$ cat config.mk
export PLATFORM = sky130hd
export DESIGN_NAME = adc_capture_ctrl_flat
export DESIGN_NICKNAME = d
export VERILOG_FILES = /design/src/rtl/adc_capture_ctrl_if.sv /design/src/rtl/adc_capture_ctrl.sv /design/src/flat_wrapper.sv
export SDC_FILE = /design/constraint.sdc
export NUM_CORES = 1
export LEC_CHECK = 0
export CORE_ASPECT_RATIO = 1.2
export CORE_MARGIN = 2
export CORE_UTILIZATION = 40
export DETAILED_ROUTE_END_ITERATION = 8
export GPL_TIMING_DRIVEN = 0
export PLACE_DENSITY = 0.76
export SETUP_SLACK_MARGIN = 0.2
export SLEW_MARGIN = 40
export SYNTH_ARGS = -nofsm -noshare
export SYNTH_HDL_FRONTEND = slang
export SYNTH_SLANG_ARGS = --single-unit
$ cat constraint.sdc
create_clock -name dco -period 2.98 [get_ports dco]
set_clock_uncertainty 0.1 [all_clocks]
set_input_delay 0.447 -clock dco [delete_from_list [all_inputs] [get_ports dco]]
set_output_delay 0.447 -clock dco [all_outputs]
set_load 0.02 [all_outputs]
$ cat src/rtl/adc_capture_ctrl_if.sv
// rtl/adc_capture_ctrl_if.sv - FIFO write-side bus between the capture controller and the upstream FIFO
//
// Signals:
//   fifo_full   FIFO full flag (driven by the FIFO side)
//   fifo_wr_en  one-cycle write strobe (driven by the controller)
//   fifo_din    32-bit write data, held between writes (driven by the controller)
//
// Modports:
//   master  controller side: drives fifo_wr_en/fifo_din, observes fifo_full
//   slave   FIFO side: drives fifo_full, observes fifo_wr_en/fifo_din
`timescale 1ns/1ps

interface adc_capture_ctrl_if;
  logic        fifo_full;
  logic        fifo_wr_en;
  logic [31:0] fifo_din;

  modport master (
    input  fifo_full,
    output fifo_wr_en,
    output fifo_din
  );

  modport slave (
    output fifo_full,
    input  fifo_wr_en,
    input  fifo_din
  );
endinterface

$ cat src/rtl/adc_capture_ctrl.sv
// rtl/adc_capture_ctrl.sv - capture controller packing dual-channel ADC sample pairs into 32-bit FIFO words
//
// Ports:
//   dco            capture clock (ADC data clock), the only clock
//   rst_n          asynchronous active-low reset
//   dch1, dch2     channel samples, a new pair every dco cycle
//   arm            pulse: start a capture (ignored while busy)
//   abort          pulse: return to IDLE from any state, highest priority
//   trig_mode      0 = start immediately, 1 = rising threshold crossing on channel 1
//   trig_level     unsigned channel-1 threshold, compared live
//   num_words      words to write, latched at arm
//   fifo           FIFO write bus (master side): fifo_full in, fifo_wr_en/fifo_din out
//   busy           high in ARMED and CAPTURE
//   done           high in DONE
//   overflow       sticky: a word was dropped because the FIFO was full
//   words_written  words accepted by the FIFO in the current or last capture
//
// SAMPLE_W must be in 1..7 so that each sample fits a zero-padded byte.
`timescale 1ns/1ps

module adc_capture_ctrl #(
  parameter int SAMPLE_W = 6,
  parameter int CNT_W    = 24
) (
  input  logic                dco,
  input  logic                rst_n,
  input  logic [SAMPLE_W-1:0] dch1,
  input  logic [SAMPLE_W-1:0] dch2,
  input  logic                arm,
  input  logic                abort,
  input  logic                trig_mode,
  input  logic [SAMPLE_W-1:0] trig_level,
  input  logic [CNT_W-1:0]    num_words,
  adc_capture_ctrl_if.master  fifo,
  output logic                busy,
  output logic                done,
  output logic                overflow,
  output logic [CNT_W-1:0]    words_written
);

  localparam int PAD = 8 - SAMPLE_W;

  typedef enum logic [1:0] {
    S_IDLE,
    S_ARMED,
    S_CAPTURE,
    S_DONE
  } state_t;

  // Input stage: r1 is the newest registered pair, r2 the pair before it.
  // Only channel 1 of the previous pair is needed (for the trigger edge).
  logic [SAMPLE_W-1:0] r1_ch1, r1_ch2;
  logic [SAMPLE_W-1:0] r2_ch1;

  state_t           state_q, state_n;
  logic             half_q, half_n;
  logic [15:0]      low_q, low_n;
  logic             wr_en_q, wr_en_n;
  logic [31:0]      din_q, din_n;
  logic [CNT_W-1:0] count_q, count_n;
  logic [CNT_W-1:0] nw_q, nw_n;
  logic             ovf_q, ovf_n;

  logic [15:0]      r1_half;
  logic [CNT_W-1:0] count_inc;
  logic             trig_fire;

  always_ff @(posedge dco or negedge rst_n) begin
    if (!rst_n) begin
      r1_ch1 <= '0;
      r1_ch2 <= '0;
      r2_ch1 <= '0;
    end else begin
      r1_ch1 <= dch1;
      r1_ch2 <= dch2;
      r2_ch1 <= r1_ch1;
    end
  end

  assign r1_half   = {{PAD{1'b0}}, r1_ch2, {PAD{1'b0}}, r1_ch1};
  assign count_inc = count_q + CNT_W'(1);

  // Rising crossing: previous below, current at or above. A level of 0 can
  // never fire because nothing is below 0.
  assign trig_fire = (r2_ch1 < trig_level) && (r1_ch1 >= trig_level);

  always_ff @(posedge dco or negedge rst_n) begin
    if (!rst_n) begin
      state_q <= S_IDLE;
      half_q  <= 1'b0;
      low_q   <= '0;
      wr_en_q <= 1'b0;
      din_q   <= '0;
      count_q <= '0;
      nw_q    <= '0;
      ovf_q   <= 1'b0;
    end else begin
      state_q <= state_n;
      half_q  <= half_n;
      low_q   <= low_n;
      wr_en_q <= wr_en_n;
      din_q   <= din_n;
      count_q <= count_n;
      nw_q    <= nw_n;
      ovf_q   <= ovf_n;
    end
  end

  always_comb begin
    state_n = state_q;
    half_n  = half_q;
    low_n   = low_q;
    wr_en_n = 1'b0;
    din_n   = din_q;
    count_n = count_q;
    nw_n    = nw_q;
    ovf_n   = ovf_q;

    if (abort) begin
      // Pending half word is simply forgotten; counters and overflow stay
      // visible so the host can inspect the aborted capture.
      state_n = S_IDLE;
      half_n  = 1'b0;
    end else begin
      case (state_q)
        S_IDLE, S_DONE: begin
          if (arm) begin
            nw_n    = num_words;
            count_n = '0;
            ovf_n   = 1'b0;
            half_n  = 1'b0;
            state_n = (num_words == '0) ? S_DONE : S_ARMED;
          end
        end

        S_ARMED: begin
          if (!trig_mode) begin
            state_n = S_CAPTURE;
            half_n  = 1'b0;
          end else if (trig_fire) begin
            // The pair that crossed the threshold is the first captured pair.
            low_n   = r1_half;
            half_n  = 1'b1;
            state_n = S_CAPTURE;
          end
        end

        S_CAPTURE: begin
          if (!half_q) begin
            low_n  = r1_half;
            half_n = 1'b1;
          end else if (fifo.fifo_full) begin
            // Completed word cannot be accepted: drop it and stop.
            ovf_n   = 1'b1;
            half_n  = 1'b0;
            state_n = S_DONE;
          end else begin
            wr_en_n = 1'b1;
            din_n   = {r1_half, low_q};
            count_n = count_inc;
            half_n  = 1'b0;
            if (count_inc == nw_q) begin
              state_n = S_DONE;
            end
          end
        end

        default: begin
          state_n = S_IDLE;
          half_n  = 1'b0;
        end
      endcase
    end
  end

  assign fifo.fifo_wr_en = wr_en_q;
  assign fifo.fifo_din   = din_q;
  assign busy            = (state_q == S_ARMED) || (state_q == S_CAPTURE);
  assign done            = (state_q == S_DONE);
  assign overflow        = ovf_q;
  assign words_written   = count_q;

endmodule
$ cat src/flat_wrapper.sv
// flat-port wrapper written by rule: the top's interface ports become plain ports
module adc_capture_ctrl_flat 
#(
  parameter int SAMPLE_W = 6,
  parameter int CNT_W    = 24
)
  (dco, rst_n, dch1, dch2, arm, abort, trig_mode, trig_level, num_words, busy, done, overflow, words_written, fifo_fifo_full, fifo_fifo_wr_en, fifo_fifo_din);
  adc_capture_ctrl_if fifo_i ();
  input  logic dco;
  input  logic rst_n;
  input  logic [SAMPLE_W-1:0] dch1;
  input  logic [SAMPLE_W-1:0] dch2;
  input  logic arm;
  input  logic abort;
  input  logic trig_mode;
  input  logic [SAMPLE_W-1:0] trig_level;
  input  logic [CNT_W-1:0] num_words;
  output logic busy;
  output logic done;
  output logic overflow;
  output logic [CNT_W-1:0] words_written;
  input wire logic [$bits(fifo_i.fifo_full)-1:0] fifo_fifo_full;
  output wire logic [$bits(fifo_i.fifo_wr_en)-1:0] fifo_fifo_wr_en;
  output wire logic [$bits(fifo_i.fifo_din)-1:0] fifo_fifo_din;
  assign fifo_i.fifo_full = fifo_fifo_full;
  assign fifo_fifo_wr_en = fifo_i.fifo_wr_en;
  assign fifo_fifo_din = fifo_i.fifo_din;
  adc_capture_ctrl #(.SAMPLE_W(SAMPLE_W), .CNT_W(CNT_W)) u_core (.dco(dco), .rst_n(rst_n), .dch1(dch1), .dch2(dch2), .arm(arm), .abort(abort), .trig_mode(trig_mode), .trig_level(trig_level), .num_words(num_words), .fifo(fifo_i), .busy(busy), .done(done), .overflow(overflow), .words_written(words_written));
endmodule
Word level (Yosys, flattened, before mapping)
Index checks and enable logic that the tools add are counted. Widths: inputs -> output; s select.

Register bits after elaboration: 115. Input port bits: 48. Output and inout bits: 60. Word-level logic and storage cells: 75.

Add/subtract/negate cells: 1. $lt $le $gt $ge: 2. Equality and inequality tests: 15. Mux-type cells: 30. Bitwise operators: 2. Reduce and logical (&&, ||, !) cells: 14.

Operator list (count): $mux 24 (3); $mux 16 (3); $pmux 24 s2 (1); $pmux 16 s2 (1); $add 24x1->24 const B (1); $eq 24x24->1 (1); $logic_not 24->1 (1); $mux 2 (8); $reduce_and 5->1 (3); $mux 1 (11); $ne 2x2->1 const B (5); $ne 4x3->1 const B (2); $reduce_and 4->1 (2); $ge 6x6->1 (1); $lt 6x6->1 (1); $pmux 2 s3 (1); $eq 2x2->1 const B (2); $ne 2x1->1 const B (2); $reduce_bool 2->1 (2); $ne 3x2->1 const B (1); $ne 3x3->1 const B (1); $pmux 1 s3 (1); $reduce_and 3->1 (1); $eq 2x1->1 const B (1); other kinds (7) (8).

Depth between registers and ports, before layout
Depth in word-level cells: 7. Mapped depth: 11. Depth with buffers taken out: 10.

Worst setup path after synthesis
No wires, ideal clock.

Path type: reg2reg. From: register u_core.count_q[0] (netlist: u_core.words_written[0]). To: register u_core.state_q[0]. Setup time: 77 ps. Arrival: 3079 ps. Required time: 2803 ps. Setup slack: -276 ps. Stages on the path, launching flop included: 11. Buffers on the path: 1. Clock period less this slack: 3256 ps. Cell sequence: dfrtp_1 ha_1 nand2_1 or4_1 clkbuf_2 xnor2_1 a2111o_1 or4_1 o31a_1 or3_1 a21oi_1.

Cells in the longest elaborated chain, start to end: 4.

RTL lines: from (decl) (RTL line adc_capture_ctrl.sv:60) `logic [CNT_W-1:0] count_q, count_n;`; from (signal assigned) (RTL line adc_capture_ctrl.sv:103) `count_q <= count_n;`; $add 24x1->24 (RTL line adc_capture_ctrl.sv:81) `assign count_inc = count_q + CNT_W'(1);`; $eq 24x24->1 (RTL line adc_capture_ctrl.sv:162) `if (count_inc == nw_q) begin`; $ne 4x3->1 (no line); $reduce_and 4->1 (no line); to (signal assigned) (RTL line adc_capture_ctrl.sv:98) `state_q <= state_n;`; to (decl) (RTL line adc_capture_ctrl.sv:55) `state_t state_q, state_n;`.

No other way between the ends. A chain may end at the register's enable or synchronous reset.

Worst setup path in the final report
From: register u_core.count_q[11] (netlist: u_core.words_written[11]). To: register u_core.state_q[0].

The elaborated chain is that of the path after synthesis.

==> reports/qor.txt <==
Worst-path clk slew -> 80 ps
1st-pass router iterations -> 4
GRT Util Overall -> 0.200
Distinct cells, synth -> 57
initial core utilization -> 0.410
VDD IR-drop max -> 0.394 mV
post-synthesis sequential area ratio -> 0.491
die width -> 111 um
WL final -> 14,500 um
Initial DRC Count -> 204
Nets -> 699
CTS Buf Count -> 9
CP endpoint kind -> flip-flop
placed cell count -> 773
Combinational Power Share -> 0.328
HP Start -> u_core.r1_ch1[0]
Post-synth EDFFs -> 0
post-placement setup slack -> -796 ps
violated checks -> setup timing
initial antenna violation count -> 0
ratio of cells with drive above 1 in the final layout -> 0.248
fin cells -> 808
part of the cycle the worst path needs -> 1.07
vias in the first global route -> 4,548
Pint -> 3.36 mW
Cell Chain, Critical Path -> buf_6 > nand2_2 > or4_4 > buf_8 > xnor2_2 > a2111o_1 > or4_4 > o31a_1 > or3_1 > a21oi_2
commonest non-fill, non-tap cells in the layout -> clkdlybuf4s50_1 (98), dfrtp_1 (97), mux2_2 (60), nand2_1 (32), o21ai_0 (32)
Critical Path Fanout Max -> 8
routability congestion estimate -> 0.888
Critical Path Max Stage Delay -> 540 ps
WHS Endpoint -> u_core.r2_ch1[0]
largest net degree at the start of global routing -> 78
R2R Path End -> u_core.state_q[0]
leakage -> 3.11 nW
port bufs -> 99
Reg-to-Reg Start -> u_core.words_written[11]
hold_ws -> 326 ps
minimum clock period -> 3200 ps
Routed Antenna Nets -> 0
Final Worst Setup Slack -> -216 ps
first-pass GRT wire length -> 23,500 um
CP max-delay cell -> or4_4
Post-synth ARST share -> 1.00
CTS tree -> built
fill count -> 1,158
Worst EP arrival -> 3390 ps
drc violations -> 0
fin. max-slew vios -> 0
DP HPWL -> 10,500 um
CP required -> 3180 ps
CTS root buf -> clkbuf_16
sequential power share -> 0.415
Multi-input gate area -> 0.00268 sq mm
Synth Area per Inst -> 10.9 sq um
H-tree Lvls -> 3
final hold vios -> 0
post-synthesis cell area -> 0.00545 sq mm
final-report setup violation count -> 2
Via density -> 5.52
CP Class -> reg -> reg
most used cell, CP -> or4_4
Least-Margin Pin Slew -> 774 ps
Overflow after GRT -> 0
n_diodes -> 0
setup total negative slack -> -343 ps
fmax -> 313 MHz
Hold Crit Class -> reg -> reg
Skew-Pair Late Insertion Delay -> 360 ps
Die H -> 132 um
io pins -> 108
slew margin rel. -> 0.477
Syn Inst Count -> 498
Vias -> 4,461
Reg2Reg Depth -> 10
RSZ-0062 raised after global routing -> yes
status -> finished, violations left
Switching Fraction -> 0.333
drt wl/cell -> 17.9 um
CP startpoint kind -> flip-flop
top_reg_cell synth -> dfrtp_1
max cap viols -> 0
full die area -> 0.0146 sq mm
worst path bufs/invs -> 2
hold path depth -> 0
register area -> 0.00269 sq mm
maximum buffer depth of the clock tree -> 2
commonest non-fill, non-tap cell in the layout -> clkdlybuf4s50_1
clock share of power -> 0.258
Power Total -> 5.04 mW
total net switching power -> 1.68 mW
synthesized flop and latch total -> 107
crit-path leading delay family -> simple AND/OR/NAND/NOR gates
R2R Setup Slk -> -220 ps
power per standard cell area -> 683 mW/mm^2
Yosys warning count -> 0
FP Rows -> 46
Core Box Area -> 0.0133 sq mm
clock sink count -> 107
Area Growth Syn to Fin -> 35.3%
## logic make-up (layout without fill, tap and decap cells)
kind of cell	count (synthesis)	count (layout)	share of synthesized area
AO/OA/AOI/OAI	92	92	0.107
AND/OR/NAND/NOR	143	143	0.146
buffers and inverters	47	182	0.0399
XOR/XNOR	31	31	0.0523
other	1	8	0.000688
flip-flops	107	107	0.491
multiplexers	61	61	0.126
adder cells (fa/ha/maj)	16	16	0.0367
## cell usage after synthesis (3+ instances only)
library cell  number  share of area
nor2_1            15          0.010
o41ai_1            4         0.0064
nor4_1            11          0.013
buf_2              8         0.0073
o31ai_1           11          0.015
a21o_1             3         0.0041
and2_1             3         0.0034
and4_1             5         0.0080
nor3_1             8         0.0073
mux2_2            60           0.12
nand3_1           19          0.017
nor2b_1            5         0.0057
nand2b_1           8         0.0092
xor2_1             8          0.013
nand4_1           11          0.013
or4_1              4         0.0055
and3_1             8         0.0092
o21ai_0           34          0.031
xnor2_1           22          0.035
clkbuf_1          17          0.012
nand2_1           34          0.023
a21oi_1           17          0.016
buf_4              8          0.011
o21a_1             3         0.0041
dfrtp_1          107           0.49
inv_1             12         0.0083
ha_1              16          0.037
## power by group through the flow
stage	logic, mW	registers, mW	clock network [mW]
5_1_grt	1.79	2.14	1.37
3_3_place_gp	1.52	2.11	0
6_report	1.65	2.09	1.30
2_1_floorplan	0.948	2.14	0
3_5_place_dp	1.57	2.12	0
4_1_cts	1.63	2.08	1.32
## metal layers
| metal | GRT usage | wire, um |
|---|---|---|
| met1 | 0.240 | 5760 |
| met4 | 0.103 | 538 |
| met3 | 0.0497 | 982 |
| met5 | 0 | 0 |
| met2 | 0.334 | 7200 |
## per-stage QoR
step	area, sq um	utilization
after floorplan	5530	-
after global placement	6730	0.506
after detailed placement	6770	0.509
after CTS	7300	0.549
after global routing	7380	0.555
final	7380	0.555
## worst max path at each step
stage | startpoint | slack [ps] | endpoint | cells past startpoint
2_1_floorplan | u_core.words_written[3] | -100 | u_core.state_q[0] | 10
3_3_place_gp | rst_n | -2950 | u_core.words_written[1] | 1
3_5_place_dp | trig_level[1] | -800 | u_core.low_q[11] | 11
4_1_cts | u_core.words_written[7] | -220 | u_core.state_q[0] | 10
5_1_grt | u_core.words_written[7] | -270 | u_core.state_q[0] | 10
6_report | u_core.words_written[11] | -220 | u_core.state_q[0] | 10
## area by class of cell
cell class	instances	area share
Inverter	12	0.00611
Multi-Input combinational cell	351	0.363
Clock buffer	9	0.0305
Tap cell	168	0.0285
Clock inverter	7	0.0136
Buffer	35	0.0349
Sequential cell	107	0.365
Timing Repair Buffer	119	0.158
## registers in the layout (all words and copies together) (netlist names)
name / count
u_core.low_q: 12
u_core.fifo.fifo_din: 24
u_core.state_q: 2
u_core.fifo.fifo_wr_en: 1
u_core.half_q: 1
u_core.overflow: 1
u_core.words_written: 24
u_core.nw_q: 24
u_core.r1_ch1: 6
u_core.r1_ch2: 6
u_core.r2_ch1: 6
## timing repair
action                                 4_1_cts  5_1_grt
buffers inserted                            17        1
pin swaps                                    3        2
hold buffers                                 1        0
endpoints found under the hold margin       30        0
resized for setup                           22       33
setup endpoints to repair                   45       56
Note: power is estimated with default switching activity, not from simulation.
